File: src/rtl/ram_arb_pkg.sv
// Shared types and constants for the two-port RAM arbiter slice.
// The optional grant statistics are enabled with the RAM_ARB_STATS_EN macro.
package ram_arb_pkg;

  // Sequencer states: one RAM access every three cycles.
  typedef enum logic [1:0] {
    IDLE   = 2'd0,
    ACCESS = 2'd1,
    RESP   = 2'd2
  } arb_state_t;

  // Requester index (two ports).
  typedef logic port_idx_t;

  // Width of the optional per-port grant counters.
  localparam int unsigned STATS_W = 16;

  // Saturating increment used by the grant counters.
  function automatic logic [STATS_W-1:0] sat_inc(input logic [STATS_W-1:0] v);
    return (v == '1) ? v : v + 1'b1;
  endfunction

endpackage

File: src/rtl/ram_arb_rr2.sv
// Combinational two-way round-robin pick.
// A lone requester always wins; on a tie the port that was not granted
// last time wins.
module ram_arb_rr2
  import ram_arb_pkg::*;
(
  input  logic      req0,
  input  logic      req1,
  input  port_idx_t last_gnt,
  output logic      valid,
  output port_idx_t winner
);

  // Pick a winner from the current requests and the previous grant.
  always_comb begin
    valid  = req0 | req1;
    winner = 1'b0;
    if (req0 && req1) begin
      winner = ~last_gnt;
    end else if (req1) begin
      winner = 1'b1;
    end
  end

endmodule

File: src/rtl/ram_port_arbiter.sv
// Two-requester round-robin arbiter/sequencer in front of a single-port
// synchronous RAM (sync write, combinational read gated by rd && cs).
// Flow per access: IDLE (arbitrate) -> ACCESS (drive RAM) -> RESP (ack).
// Define RAM_ARB_STATS_EN to add saturating per-port grant counters
// (gnt_cnt0 / gnt_cnt1).
module ram_port_arbiter
  import ram_arb_pkg::*;
#(
  parameter int ADDR_SIZE = 2,
  parameter int DATA_SIZE = 8
) (
  input  logic                 clk,
  input  logic                 reset,
  input  logic                 req0,
  input  logic                 we0,
  input  logic [ADDR_SIZE-1:0] addr0,
  input  logic [DATA_SIZE-1:0] wdata0,
  output logic                 ack0,
  output logic [DATA_SIZE-1:0] rdata0,
  input  logic                 req1,
  input  logic                 we1,
  input  logic [ADDR_SIZE-1:0] addr1,
  input  logic [DATA_SIZE-1:0] wdata1,
  output logic                 ack1,
  output logic [DATA_SIZE-1:0] rdata1,
  output logic                 ram_cs,
  output logic                 ram_rd,
  output logic                 ram_we,
  output logic [ADDR_SIZE-1:0] ram_addr,
  output logic [DATA_SIZE-1:0] ram_wdata,
  input  logic [DATA_SIZE-1:0] ram_rdata,
  output logic                 busy
`ifdef RAM_ARB_STATS_EN
  ,
  output logic [STATS_W-1:0]   gnt_cnt0,
  output logic [STATS_W-1:0]   gnt_cnt1
`endif
);

  arb_state_t           state;
  port_idx_t            last_gnt;
  port_idx_t            cap_port;
  logic                 pick_valid;
  port_idx_t            pick;
  logic                 sel_we;
  logic [ADDR_SIZE-1:0] sel_addr;
  logic [DATA_SIZE-1:0] sel_wdata;

  ram_arb_rr2 u_rr2 (
    .req0     (req0),
    .req1     (req1),
    .last_gnt (last_gnt),
    .valid    (pick_valid),
    .winner   (pick)
  );

  // Route the winning requester's command fields toward the capture regs.
  always_comb begin
    sel_we    = we0;
    sel_addr  = addr0;
    sel_wdata = wdata0;
    if (pick) begin
      sel_we    = we1;
      sel_addr  = addr1;
      sel_wdata = wdata1;
    end
  end

  // Sequencer: the RAM command registers double as the captured request,
  // so ACCESS drives them straight from flops with no extra stage.
  always_ff @(posedge clk) begin
    if (reset) begin
      state     <= IDLE;
      last_gnt  <= 1'b1;
      cap_port  <= 1'b0;
      ack0      <= 1'b0;
      ack1      <= 1'b0;
      rdata0    <= '0;
      rdata1    <= '0;
      ram_cs    <= 1'b0;
      ram_rd    <= 1'b0;
      ram_we    <= 1'b0;
      ram_addr  <= '0;
      ram_wdata <= '0;
      busy      <= 1'b0;
    end else begin
      case (state)
        IDLE: begin
          ack0 <= 1'b0;
          ack1 <= 1'b0;
          if (pick_valid) begin
            state     <= ACCESS;
            last_gnt  <= pick;
            cap_port  <= pick;
            busy      <= 1'b1;
            ram_cs    <= 1'b1;
            ram_we    <= sel_we;
            ram_rd    <= ~sel_we;
            ram_addr  <= sel_addr;
            ram_wdata <= sel_we ? sel_wdata : '0;
          end
        end
        ACCESS: begin
          state <= RESP;
          if (ram_rd) begin
            if (cap_port) rdata1 <= ram_rdata;
            else          rdata0 <= ram_rdata;
          end
          if (cap_port) ack1 <= 1'b1;
          else          ack0 <= 1'b1;
          ram_cs    <= 1'b0;
          ram_rd    <= 1'b0;
          ram_we    <= 1'b0;
          ram_addr  <= '0;
          ram_wdata <= '0;
        end
        RESP: begin
          state <= IDLE;
          ack0  <= 1'b0;
          ack1  <= 1'b0;
          busy  <= 1'b0;
        end
        default: begin
          state <= IDLE;
          ack0  <= 1'b0;
          ack1  <= 1'b0;
          busy  <= 1'b0;
        end
      endcase
    end
  end

`ifdef RAM_ARB_STATS_EN
  // Count grants per port on every entry to ACCESS, saturating at all-ones.
  always_ff @(posedge clk) begin
    if (reset) begin
      gnt_cnt0 <= '0;
      gnt_cnt1 <= '0;
    end else if (state == IDLE && pick_valid) begin
      if (pick) gnt_cnt1 <= sat_inc(gnt_cnt1);
      else      gnt_cnt0 <= sat_inc(gnt_cnt0);
    end
  end
`endif

endmodule

File: config.mk
export PLATFORM = sky130hd
export DESIGN_NAME = ram_port_arbiter
export DESIGN_NICKNAME = d
export VERILOG_FILES = /design/src/rtl/ram_arb_pkg.sv /design/src/rtl/ram_arb_rr2.sv /design/src/rtl/ram_port_arbiter.sv
export SDC_FILE = /design/constraint.sdc
export NUM_CORES = 1
export LEC_CHECK = 0
export ABC_AREA = 1
export CORE_UTILIZATION = 60
export DETAILED_ROUTE_END_ITERATION = 12
export DONT_BUFFER_PORTS = 1
export PLACE_DENSITY = 0.81
export SYNTH_ARGS = -nofsm -noshare
export SYNTH_HDL_FRONTEND = slang
export SYNTH_SLANG_ARGS = --single-unit
File: constraint.sdc
create_clock -name clk -period 1.6 [get_ports clk]
set_clock_uncertainty 0.2 [all_clocks]
set_input_delay 0.32 -clock clk [delete_from_list [all_inputs] [get_ports clk]]
set_output_delay 0.32 -clock clk [all_outputs]
set_load 0.005 [all_outputs]
==> results by group, run 1 <==
Global route
  • Largest net degree at the start of global routing: 22
  • First-pass GRT wire length: 4.95 mm
  • Global route overflow: 0
  • Vias in the first global route: 1,223
  • Initial antenna violation count: 0
  • Tot GR Track Use: 25.7%

Critical path
  • Startpoint type of the worst setup path: flop
  • Worst setup startpoint: cap_port
  • FF-to-FF Start: cap_port
  • WS Path Type: reg -> reg
  • Reg-to-reg slack, setup: 0.12 ns
  • Crit-path max FO: 9
  • Crit path required time: between 1.5 and 2 ns
  • Critical path arrival: roughly 1.5 ns
  • CP Capture Type: flop

Pwr
  • Share of power burned in registers: 55.8%
  • Clock power share: between 30% and 40%
  • Static Leakage: ~0.72 nW
  • Internal Power: 1.29 mW
  • Max rail drop VDD: 728 uV
  • Switching portion of total power: 27.1%
  • Sw Pwr: 478 uW
  • PD cells: about 1100 nW/um2
  • Total power: 1.77 mW
  • Part of the power in combinational logic: 13.6%

Floorplan
  • Die width: 52.0 um
  • Number of cell rows: 17
  • Number of placed I/O pins: 66
  • Core region area: 2280 um2
  • Die height: 52.0 um
  • Die ar.: 2710 um2
  • Initial core utilization: 66.0%

Synth
  • Cells after synthesis: slightly above 200
  • Register bit total from synthesis: 36
  • Net Count, Synth: 239
  • Async set-reset flop share out of synthesis: 0%
  • Top cells by count, synth: nor2_1, dfxtp_1, nand2_1
  • Synthesized area per cell: about 7.3 um2
  • Top-count cell post-synth: nor2_1
  • Yosys top cell area share: 48.0%
  • Synth cell types: 20
  • Sequential area share after synthesis: between 40% and 50%
  • Ys Warns: 0
  • Mapped Area: roughly 1500 um2
  • Main synth FF type: dfxtp_1
  • Post-synth EDFFs: 0
  • Synth area leader: dfxtp_1
  • Synth area leaders: dfxtp_1, nor2_1, nand2_1, nand3_1, o21ai_0

Placed design
  • Post-Place Cell Area: 1500 um2
  • Post-Place Setup Slack: about 0.17 ns
  • PortBufs: 0
  • Post-detail-place hpwl: ~2.3 mm
  • GPL Wtd Cong: 0.831
  • Placed cell count: 227

Outcome
  • Outcome: finished, violations left
  • Violated checks: negative hold slack

Timing
  • Final setup fails: 0
  • Final setup margin: 0.123 ns
  • Final hold slack: -0.00113 ns
  • RSZ-0062 raised after global routing: false
  • Worst Tran Pin Value: 0.489 ns
  • Setup TNS: 0 ns
  • Worst relative slew slack: 67.4%
  • Final worst-path cycle share: 92.3%
  • Minimum clock period: 1.48 ns
  • Final slew viol count: 0
  • Final hold viol count: 1
  • Fmax: 0.677 GHz

Routing
  • Via count: 1,337
  • Routed Antenna Nets: 0
  • WL per Instance: 13.4 um
  • Vias per cell: roughly 5.5
  • DRC Markers: 0
  • Starting DRC count in detailed routing: 24
  • Final WL: 3.27 mm
  • TritonRoute pass-1 iters: 4

CTS
  • Root Driver: clkbuf_4
  • CTS tree: built
  • Total clock sinks: 36
  • Setup bufs post-CTS: 0
  • CTS clk-pin slew, worst paths: roughly 0.10 ns
  • Worst skew pair latency: roughly 0.34 ns
  • H-tree Lvls: 2
  • CTS hold repair buffers: 10
  • Post-CTS resize count: 0
  • Inserted Clock Buffers: 5
  • Clock buffer depth: 2

Worst hold path
  • Hold Path Class: in -> reg
  • Hold wc startpoint: ram_rdata[6]

Final layout
  • Area Overhead vs Synth: 10.8%
  • Post-route insts no fill: 244
  • Final Util: 73.1%
  • ANT cells: 0
  • Final #Nets: 250
  • Final Cell Area: 1660 um2
  • Share of cells above drive strength 1: 9.26%

Job
  • Maxcap violations: 0
[metal layers]
metal  GRT usage (%)  part of all wire [%]
met5               0                     0
met4            12.2                   1.7
met3            6.43                   7.1
met2            49.4                    53
met1            24.9                    38
[registers in the layout, summed over array words and instances, names as in the netlist, 2 cells and up]
register	flops
ram_addr	2
ram_wdata	8
rdata0	8
state	2
rdata1	8
[cell type report]
class,instances,area [um2]
Clock buffer,7,65.1
Fill cell,183,612
Inverter,20,77.6
Multi-Input combinational cell,142,658
Sequential cell,36,721
Tap cell,28,35.0
Timing Repair Buffer,11,108
[critical path, cell delays in order (launching register included)]
cell and delay (ns):
dfxtp_1 0.40, inv_1 0.09, nand3_1 0.25, clkinv_2 0.18
nor2_1 0.17, nor2_1 0.08
[cell families after synthesis]
group / Yosys count / synth area share, %
buffers and inverters: 27 / 8.17
flip-flops: 36 / 48.0
AO/OA/AOI/OAI: 28 / 9.67
AND/OR/NAND/NOR: 114 / 34.2
[final timing paths]
check,endpoint,cells past startpoint
max reg2reg,rdata0[4],5
max,rdata0[4],5
min reg2reg,ram_we,2
min,rdata0[6],2
[cell usage in the layout, fill, tap and decap left out, drive strengths merged]
cell and instances:
dlygate4sd3 10, nor2 49, inv 18, o21ai 16
nand2 39, clkinv 2, dfxtp 36, clkbuf 7
buf 1, nand3 25, and3 1, o211ai 2
a21oi 10
[power groups by stage]
stage	clock network, mW	registers, mW	logic (mW)
after floorplan	0	0.997	0.196
after global placement	0	1.01	0.203
after detailed placement	0	1.01	0.213
after CTS	0.535	0.986	0.241
after global routing	0.583	0.994	0.271
final	0.539	0.985	0.241
Power figures use the tool's default switching activity.
==> run 2, diff against run 1 <==
--- a/config.mk
+++ b/config.mk
@@ -9,7 +9,8 @@
 export CORE_UTILIZATION = 60
 export DETAILED_ROUTE_END_ITERATION = 12
 export DONT_BUFFER_PORTS = 1
-export PLACE_DENSITY = 0.81
+export HOLD_SLACK_MARGIN = 0.02
+export PLACE_DENSITY_LB_ADDON = 0.15
 export SYNTH_ARGS = -nofsm -noshare
 export SYNTH_HDL_FRONTEND = slang
 export SYNTH_SLANG_ARGS = --single-unit
==> results by group, run 2 (synthesis gave the netlist of run 1 again) <==
Global route
  • Tot GR Track Use: roughly a quarter
  • Initial antenna violation count: 0
  • First-pass GRT wire length: 5.06 mm
  • Global route overflow: 0
  • Vias in the first global route: roughly 1,300
  • Largest net degree at the start of global routing: 22

Pwr
  • Static Leakage: 0.741 nW
  • Max rail drop VDD: around 720 uV
  • PD cells: between 1000 and 1500 nW/um2

CTS
  • Clock buffer depth: 2
  • Total clock sinks: 36
  • Worst skew pair latency: 0.32 ns
  • Inserted Clock Buffers: 5
  • CTS tree: built
  • Root Driver: clkbuf_4
  • CTS clk-pin slew, worst paths: 0.10 ns
  • H-tree Lvls: 2
  • Setup bufs post-CTS: 0

Critical path
  • Worst setup startpoint: state[0]
  • Worst path max stage delay: 0.33 ns
  • R2R Path End: rdata0[5]
  • Critical path arrival: 1.52 ns
  • FF-to-FF Start: state[0]
  • Slowest CP cell: dfxtp_1
  • CP Capture Type: flop
  • Crit path required time: between 1.5 and 2 ns
  • Cell family with most CP delay: simple AND/OR/NAND/NOR gates
  • Startpoint type of the worst setup path: flop
  • Crit-path max FO: 9
  • FF-to-FF path depth: 6
  • CP Depth: 6
  • WS Path Type: reg -> reg
  • Most Frequent Cell on Critical Path: nor2_1
  • Reg-to-reg slack, setup: 0.14 ns
  • Crit-path cells: inv_1 > nor2_4 > nand3_1 > clkinv_2 > nor2_1 > nor2_1
  • Worst Path Buf+Inv: 2

Floorplan
  • Die width: between 50 and 60 um
  • Die height: 52.0 um
  • Number of cell rows: 17
  • Number of placed I/O pins: 66
  • Initial core utilization: 66.0%
  • Die ar.: 2710 um2
  • Core region area: between 2000 and 2500 um2

Worst hold path
  • Hold Path Class: in -> reg
  • Endpoint, Worst Hold: ram_addr[0]
  • Hold wc startpoint: addr1[0]
  • Hold path depth: 2

Timing
  • Final worst-path cycle share: 91.5%
  • Worst relative slew slack: 67.0%
  • Worst Tran Pin Value: 0.495 ns
  • Final slew viol count: 0
  • Final hold viol count: 0
  • RSZ-0062 raised after global routing: false
  • Minimum clock period: 1.46 ns
  • Setup TNS: 0 ns
  • Fmax: approximately 0.68 GHz
  • Final setup fails: 0

Job
  • Maxcap violations: 0

Routing
  • DRC Markers: 0
  • Via count: ~1,300
  • Vias per cell: 5.43
  • Routed Antenna Nets: 0
  • Starting DRC count in detailed routing: 34
  • Final WL: around 3.1 mm
  • TritonRoute pass-1 iters: 5
  • WL per Instance: 12.7 um

Placed design
  • Post-detail-place hpwl: 2.34 mm
  • Post-Place Cell Area: 1500 um2
  • PortBufs: 0
  • GPL Wtd Cong: between 0.7 and 0.8

Final layout
  • Area Overhead vs Synth: 13.8%
  • Most frequent cells in the layout: nor2_1, nand2_1, dfxtp_1
  • Final Cell Area: 1710 um2
  • Final #Nets: 251
  • Share of cells above drive strength 1: around a tenth
  • Commonest non-fill, non-tap cell in the layout: nor2_1
  • Largest regs: ram_wdata x8, rdata0 x8, rdata1 x8
  • ANT cells: 0

Outcome
  • Outcome: completed
-- run 2: cell types whose count changed in the layout (fill, tap and decap cells not counted) --
cell	previous run	this run
dlygate4sd3_1	10	11
o21ai_0	16	14
o21ai_1	0	2
nand3_2	2	3
nand3_1	23	22
bufinv_16	0	1
-- run 2: worst max path at each step --
stage	endpoint	slack, ns
final	rdata0[5]	0.14
after global routing	rdata0[4]	0.01
after CTS	rdata1[2]	0.11
after detailed placement	rdata1[2]	0.13
after global placement	rdata1[2]	0.15
after floorplan	rdata0[0]	0.38
-- run 2: report_power, final --
| part | leakage (nW) | switching, mW | internal (mW) |
|---|---|---|---|
| Sequential | 0.294 | 0.0404 | 0.947 |
| Combinational | 0.395 | 0.150 | 0.0927 |
| Clock | 0.0515 | 0.278 | 0.415 |
| Total | 0.741 | 0.469 | 1.45 |
-- run 2: through the flow --
| step | hold WS, ns | std cells | power, mW | util [%] | setup WS, ns |
|---|---|---|---|---|---|
| global placement | 0.191 | 227 | 1.21 | 65.9 | 0.146 |
| global route | 0.0360 | 246 | 2.02 | 75.1 | 0.0105 |
| detailed placement | 0.194 | 227 | 1.22 | 65.9 | 0.134 |
| CTS | 0.0303 | 246 | 1.94 | 74.9 | 0.109 |
| finish | 0.0278 | 246 | 1.92 | 75.1 | 0.137 |
| floorplan | 0.189 | 205 | 1.19 | - | 0.382 |
-- run 2: worst register-to-register path: cells and delay by family (launching register included) --
kind | cells | cell delay [ns]
flops | 1 | 0.33
simple gates | 4 | 0.60
buf+inv | 2 | 0.27
-- run 2: final cells by class --
class,count,area [um2]
clock inverter,1,30.0
inverter,20,77.6
clock buffer,7,65.1
sequential,36,721
tap,28,35.0
timing repair buffer,12,118
fill,177,567
multi-input combinational,142,663
-- run 2: metal layers --
metal,vias to the layer above,global-route usage (%),routed length (um)
met3,2,10.5,275
li1,671,-,-
met5,-,0,0
met2,59,47.9,1620
met4,0,8.11,9
met1,604,25.4,1230
-- run 2: what timing repair did --
item	CTS	global route
gates resized for setup	0	3
endpoints found under the setup margin	0	3
hold buffers	11	0
hold endpoints to repair	32	0
